===== src/rtl/cpu_sequencer_pkg.sv =====
// Shared definitions for the multi-cycle RV32I control sequencer.
// Latency: n/a (types and constants only).
// Backpressure: n/a.
package cpu_sequencer_pkg;

    // FSM state codes; the debug port exposes these values directly
    typedef enum logic [2:0] {
        ST_IF   = 3'd0,
        ST_ID   = 3'd1,
        ST_EX   = 3'd2,
        ST_MEM  = 3'd3,
        ST_WB   = 3'd4,
        ST_HALT = 3'd5
    } state_e;

    // PC mux select: sequential PC+4 or ALU-computed target
    localparam logic PC_SEL_SEQ = 1'b0;
    localparam logic PC_SEL_TGT = 1'b1;

    // Memory-ack watchdog limit in cycles; 0 disables the watchdog
    localparam int DEFAULT_TIMEOUT = 16;

    // Counter width able to hold TIMEOUT-1 (at least one bit)
    function automatic int wd_width(input int timeout);
        return (timeout > 1) ? $clog2(timeout) : 1;
    endfunction

endpackage


===== src/rtl/cpu_sequencer_mem_watchdog.sv =====
// Counts consecutive un-acked IF/MEM wait cycles and flags expiry at TIMEOUT-1.
// Latency: expiry is combinational in the cycle the counter sits at TIMEOUT-1.
// Backpressure: none; an ack in the expiry cycle suppresses the flag.
module cpu_sequencer_mem_watchdog
    import cpu_sequencer_pkg::*;
#(
    parameter int TIMEOUT = DEFAULT_TIMEOUT
) (
    input  logic clk,
    input  logic rst,
    input  logic active_i,
    input  logic ack_i,
    output logic expired_o
);

    localparam int             W     = wd_width(TIMEOUT);
    localparam logic [W-1:0]   LIMIT = (TIMEOUT > 0) ? W'(TIMEOUT - 1) : '0;
    localparam logic           WD_ON = (TIMEOUT > 0);

    logic [W-1:0] cnt_q;
    logic [W-1:0] cnt_d;
    logic         wait_cyc;

    // A wait cycle is one spent in IF/MEM with no ack; anything else is a
    // state transition (or idle state), which clears the count.
    assign wait_cyc  = active_i & ~ack_i;
    assign expired_o = WD_ON & wait_cyc & (cnt_q == LIMIT);

    // Next count: advance on wait cycles, clear on ack, expiry or leaving IF/MEM
    always_comb begin
        cnt_d = '0;
        if (WD_ON && wait_cyc && !expired_o) begin
            cnt_d = cnt_q + 1'b1;
        end
    end

    // Counter register with synchronous reset
    always_ff @(posedge clk) begin
        if (rst) begin
            cnt_q <= '0;
        end else begin
            cnt_q <= cnt_d;
        end
    end

endmodule


===== src/rtl/cpu_sequencer.sv =====
// Multi-cycle IF/ID/EX/MEM/WB control FSM with halt, memory watchdog and retire count.
// Latency: ALU ops 4 cycles, load/store 5 cycles with immediate acks.
// Backpressure: IF and MEM hold their requests until ack or watchdog expiry.
module cpu_sequencer
    import cpu_sequencer_pkg::*;
#(
    parameter int TIMEOUT = DEFAULT_TIMEOUT,
    parameter int CNT_W   = 32
) (
    input  logic             clk,
    input  logic             rst,
    output logic             imem_req,
    input  logic             imem_ack,
    output logic             ir_we,
    output logic             dec_en,
    input  logic             is_load,
    input  logic             is_store,
    input  logic             reg_we,
    input  logic             is_halt,
    input  logic             br_taken,
    output logic             exec_en,
    output logic             dmem_req,
    output logic             dmem_we,
    input  logic             dmem_ack,
    output logic             rf_we,
    output logic             pc_we,
    output logic             pc_sel,
    output logic             halted,
    output logic             bus_err,
    output logic [2:0]       state,
    output logic [CNT_W-1:0] retire_cnt
);

    state_e           state_q, state_d;
    logic             halted_q, halted_d;
    logic             bus_err_q, bus_err_d;
    logic [CNT_W-1:0] retire_q, retire_d;
    logic             wd_active;
    logic             wd_ack;
    logic             wd_expired;
    logic             run;

    // One watchdog shared by both wait states; only the ack of the current
    // state can end a wait, the other ack is ignored.
    assign wd_active = (state_q == ST_IF) || (state_q == ST_MEM);
    assign wd_ack    = (state_q == ST_IF) ? imem_ack : dmem_ack;

    cpu_sequencer_mem_watchdog #(
        .TIMEOUT (TIMEOUT)
    ) u_wd (
        .clk       (clk),
        .rst       (rst),
        .active_i  (wd_active),
        .ack_i     (wd_ack),
        .expired_o (wd_expired)
    );

    // Next-state, sticky flags and retire count
    always_comb begin
        state_d   = state_q;
        halted_d  = halted_q;
        bus_err_d = bus_err_q;
        retire_d  = retire_q;
        case (state_q)
            ST_IF: begin
                if (imem_ack) begin
                    state_d = ST_ID;
                end else if (wd_expired) begin
                    state_d   = ST_HALT;
                    halted_d  = 1'b1;
                    bus_err_d = 1'b1;
                end
            end
            ST_ID: state_d = ST_EX;
            ST_EX: begin
                if (is_halt) begin
                    state_d  = ST_HALT;
                    halted_d = 1'b1;
                end else if (is_load || is_store) begin
                    state_d = ST_MEM;
                end else begin
                    state_d = ST_WB;
                end
            end
            ST_MEM: begin
                if (dmem_ack) begin
                    state_d = ST_WB;
                end else if (wd_expired) begin
                    state_d   = ST_HALT;
                    halted_d  = 1'b1;
                    bus_err_d = 1'b1;
                end
            end
            ST_WB: begin
                state_d  = ST_IF;
                retire_d = retire_q + 1'b1;
            end
            ST_HALT: halted_d = 1'b1;
            default: begin
                // Corrupted state code: park and flag as an error
                state_d   = ST_HALT;
                halted_d  = 1'b1;
                bus_err_d = 1'b1;
            end
        endcase
    end

    // State and status registers with synchronous reset
    always_ff @(posedge clk) begin
        if (rst) begin
            state_q   <= ST_IF;
            halted_q  <= 1'b0;
            bus_err_q <= 1'b0;
            retire_q  <= '0;
        end else begin
            state_q   <= state_d;
            halted_q  <= halted_d;
            bus_err_q <= bus_err_d;
            retire_q  <= retire_d;
        end
    end

    // Strobes decode the registered state; all are held low while in reset
    assign run      = ~rst;
    assign imem_req = run && (state_q == ST_IF);
    assign ir_we    = run && (state_q == ST_IF) && imem_ack;
    assign dec_en   = run && (state_q == ST_ID);
    assign exec_en  = run && (state_q == ST_EX);
    assign dmem_req = run && (state_q == ST_MEM);
    assign dmem_we  = run && (state_q == ST_MEM) && is_store;
    assign rf_we    = run && (state_q == ST_WB) && reg_we;
    assign pc_we    = run && (state_q == ST_WB);
    assign pc_sel   = (run && (state_q == ST_WB) && br_taken) ? PC_SEL_TGT : PC_SEL_SEQ;

    assign halted     = halted_q;
    assign bus_err    = bus_err_q;
    assign state      = state_q;
    assign retire_cnt = retire_q;

endmodule


===== config.mk =====
export PLATFORM = sky130hd
export DESIGN_NAME = cpu_sequencer
export DESIGN_NICKNAME = d
export VERILOG_FILES = /design/src/rtl/cpu_sequencer_pkg.sv /design/src/rtl/cpu_sequencer_mem_watchdog.sv /design/src/rtl/cpu_sequencer.sv
export SDC_FILE = /design/constraint.sdc
export NUM_CORES = 1
export LEC_CHECK = 0
export BUFFER_PORTS_ARGS = -buffer_cell sky130_fd_sc_hd__buf_2
export CORE_ASPECT_RATIO = 1.4
export CORE_MARGIN = 1
export CORE_UTILIZATION = 30
export DETAILED_ROUTE_END_ITERATION = 10
export PLACE_DENSITY_LB_ADDON = 0.25
export SLEW_MARGIN = 5
export SYNTH_ARGS = -nofsm -noshare
export SYNTH_HDL_FRONTEND = slang
export SYNTH_SLANG_ARGS = --single-unit

===== constraint.sdc =====
create_clock -name clk -period 4.36 [get_ports clk]
set_clock_uncertainty 0.05 [all_clocks]
set_input_delay 1.308 -clock clk [delete_from_list [all_inputs] [get_ports clk]]
set_output_delay 1.308 -clock clk [all_outputs]
set_load 0.01 [all_outputs]

==> flow_summary.json <==
{
  "cts_hold_buf": 0,
  "synth-main-ff-cell": "dfxtp_1",
  "ys.warnings.count": 0,
  "min_period_over_period_pct": 78.8,
  "cts_tree": "yes",
  "avgRoutedWirePerCell_um": 13.0,
  "tns_ns": 0,
  "ys_async_sr_fraction_pct": 0,
  "synth.cell_area_mm2": 0.00206,
  "synth_top_cell_by_area": "dfxtp_1",
  "syn-num-nets": 259,
  "hpwl_mm": 3.67,
  "overflow": 0,
  "clkTransAtPathRegs_ns": 0.08,
  "power_density_mw_per_mm2": 283,
  "rsz0062_at_grt": "false",
  "fin_nets": 310,
  "fmax_mhz": 291,
  "viasPerCell": 5.21,
  "grt_pass1_vias": 1866,
  "initialDrtViolationCount": 76,
  "die_h_um": 100,
  "cts_buffers": 5,
  "rows": 35,
  "dr.pass1.iters": 4,
  "ant_nets": 0,
  "synth_cells": 248,
  "ir_worst_vdd_mv": 0.127,
  "cts-root-buf": "clkbuf_8",
  "nFillCells": 716,
  "critical_path.max_fanout": 38,
  "final_area_mm2": 0.00251,
  "ctsResizeCount": 0,
  "yosysMostFrequentCell": "dfxtp_1",
  "crit_top_cell": "buf_2",
  "endpoint_kind": "primary output",
  "worst_path_largest_cell_delay_ns": 0.38,
  "synth-seq-cells": 41,
  "post_cts_buffers": 0,
  "clk_latency_ns": 0.29,
  "drcViolationCount": 0,
  "ios": 55,
  "placeableCoreArea_mm2": 0.00661,
  "worst_pin_slew_ns": 0.490,
  "synth_edf_count": 0,
  "max-cap-violations": 0,
  "dieArea_mm2": 0.00721,
  "drive_gt1_share_pct": 24.3,
  "yosys-top-cells-area": "dfxtp_1 (40%), a21oi_1 (6.6%), o31ai_1 (5.5%), or4_1 (5.5%), nor2_1 (4.0%)",
  "yosysSeqAreaShare_pct": 39.9,
  "hold_viol": 0,
  "path_buf_inv": 3,
  "grt_max_degree": 39,
  "fin_crit_ns": 3.44,
  "crit_required_ns": 3.00,
  "slowest_stage": "buf_4",
  "cp_top_family": "buffers and inverters",
  "antenna_cells": 0,
  "crit_type": "input pin to primary output",
  "gp_routability_congestion": 0.742,
  "synthToLayoutAreaGrowth_pct": 21.9,
  "start_util_pct": 31.1,
  "grt_pass1_wl_mm": 8.55,
  "grt_use_total_pct": 14.8,
  "vias": 2044,
  "min_path_type": "flip-flop to flip-flop",
  "die_width_um": 72.0,
  "power.leakage_nw": 0.988,
  "synth_top_cell_area_share_pct": 39.9,
  "postLayoutCoreUtil_pct": 38.0,
  "clock_sinks": 41,
  "worstPathArrival_ns": 2.08,
  "relSlewSlack_pct": 67.2,
  "h-tree-depth": 2,
  "synth.distinct_cells": 39,
  "wl_mm": 5.09,
  "io_buffers": 54,
  "finalSetupViolations": 0,
  "critPathLaunchType": "input pin",
  "cts_buffer_depth": 2,
  "crit_chain": "buf_2 -> buf_4 -> nor3_1 -> buf_2",
  "post_dp_cell_area_mm2": 0.00241,
  "yosys-top-cells-count": "dfxtp_1 (41), a21oi_1 (27), nor2_1 (22)",
  "outcome": "finished, final reports clean",
  "antenna_found_initial": 0,
  "slew_viol_final": 0,
  "syn_avg_cell_area_um2": 8.30
}
report_power, final:
part | switching (W) | internal (W)
clock | 0.000132 | 0.000143
combinational | 0.0000273 | 0.0000200
sequential | 0.00000967 | 0.000379
total | 0.000169 | 0.000542
routing by layer:
layer | GRT usage [%] | vias to the layer above | routed length (µm)
li1 | - | 1028 | -
met1 | 17.0 | 963 | 2200
met2 | 26.6 | 47 | 2630
met3 | 3.51 | 6 | 197
met4 | 4.83 | 0 | 58
met5 | 0 | - | 0
state kept, by name, indices dropped and copies added (netlist names):
register,flops
state,3
halted,1
retire_cnt,32
bus_err,1
u_wd.cnt_q,4
area by class of cell:
cell class | instances | area [µm²] | share of cell area (%)
repair buffers | 57 | 293 | 11.7
multi-input cells | 190 | 1160 | 46.4
flip-flops and latches | 41 | 821 | 32.7
inverters | 4 | 15.0 | 0.598
clock buffers | 7 | 96.3 | 3.84
clock inverters | 1 | 5.00 | 0.199
well taps | 92 | 115 | 4.59
cell families after synthesis:
kind of cell | count (synthesis) | share of synthesized area, %
xor gates and xnor gates | 10 | 4.25
muxes | 2 | 1.03
AOI/OAI and AO/OA | 61 | 17.6
and+or+nand+nor | 115 | 32.4
buffers and inverters | 17 | 3.58
DFF | 41 | 39.9
adders and majority gates | 2 | 1.21
worst register-to-register path: stages (launching register included):
cell and delay (ns):
dfxtp_1 0.54, nor4bb_1 0.26, buf_4 0.21, nand4_1 0.41
or4b_2 0.75, a21oi_1 0.17
path summary, 6_finish.rpt:
kind | to | slack (ns) | cells past startpoint | from
worst max-delay path | exec_en | 0.92 | 4 | rst
worst min-delay path | u_wd.cnt_q[0] | 0.40 | 1 | u_wd.cnt_q[0]
worst min register to register | u_wd.cnt_q[0] | 0.40 | 1 | u_wd.cnt_q[0]
worst max register to register | retire_cnt[20] | 1.89 | 5 | state[2]
layout by cell type (no fill, tap or decap), drive strengths merged, types with 7 or more instances in the layout:
| cell type | netlist | routed |
|---|---|---|
| xor2 | 8 | 8 |
| buf | 4 | 57 |
| nand2 | 15 | 15 |
| nand3 | 10 | 10 |
| a21oi | 27 | 27 |
| nand4 | 11 | 11 |
| clkbuf | 9 | 7 |
| o31ai | 15 | 15 |
| o21ai | 11 | 11 |
| dfxtp | 41 | 41 |
| or4 | 16 | 16 |
| nor2 | 22 | 22 |
stage by stage:
stage	std cells	total power, W	hold WS (ns)	worst slack (ns)
2_1_floorplan	248	0.000426	0.368	1.16
3_3_place_gp	384	0.000445	0.387	0.927
3_5_place_dp	384	0.000445	0.391	0.914
4_1_cts	392	0.000724	0.411	0.910
5_1_grt	392	0.000743	0.430	0.873
6_report	392	0.000711	0.403	0.924
Note: power is estimated with default switching activity, not from simulation.
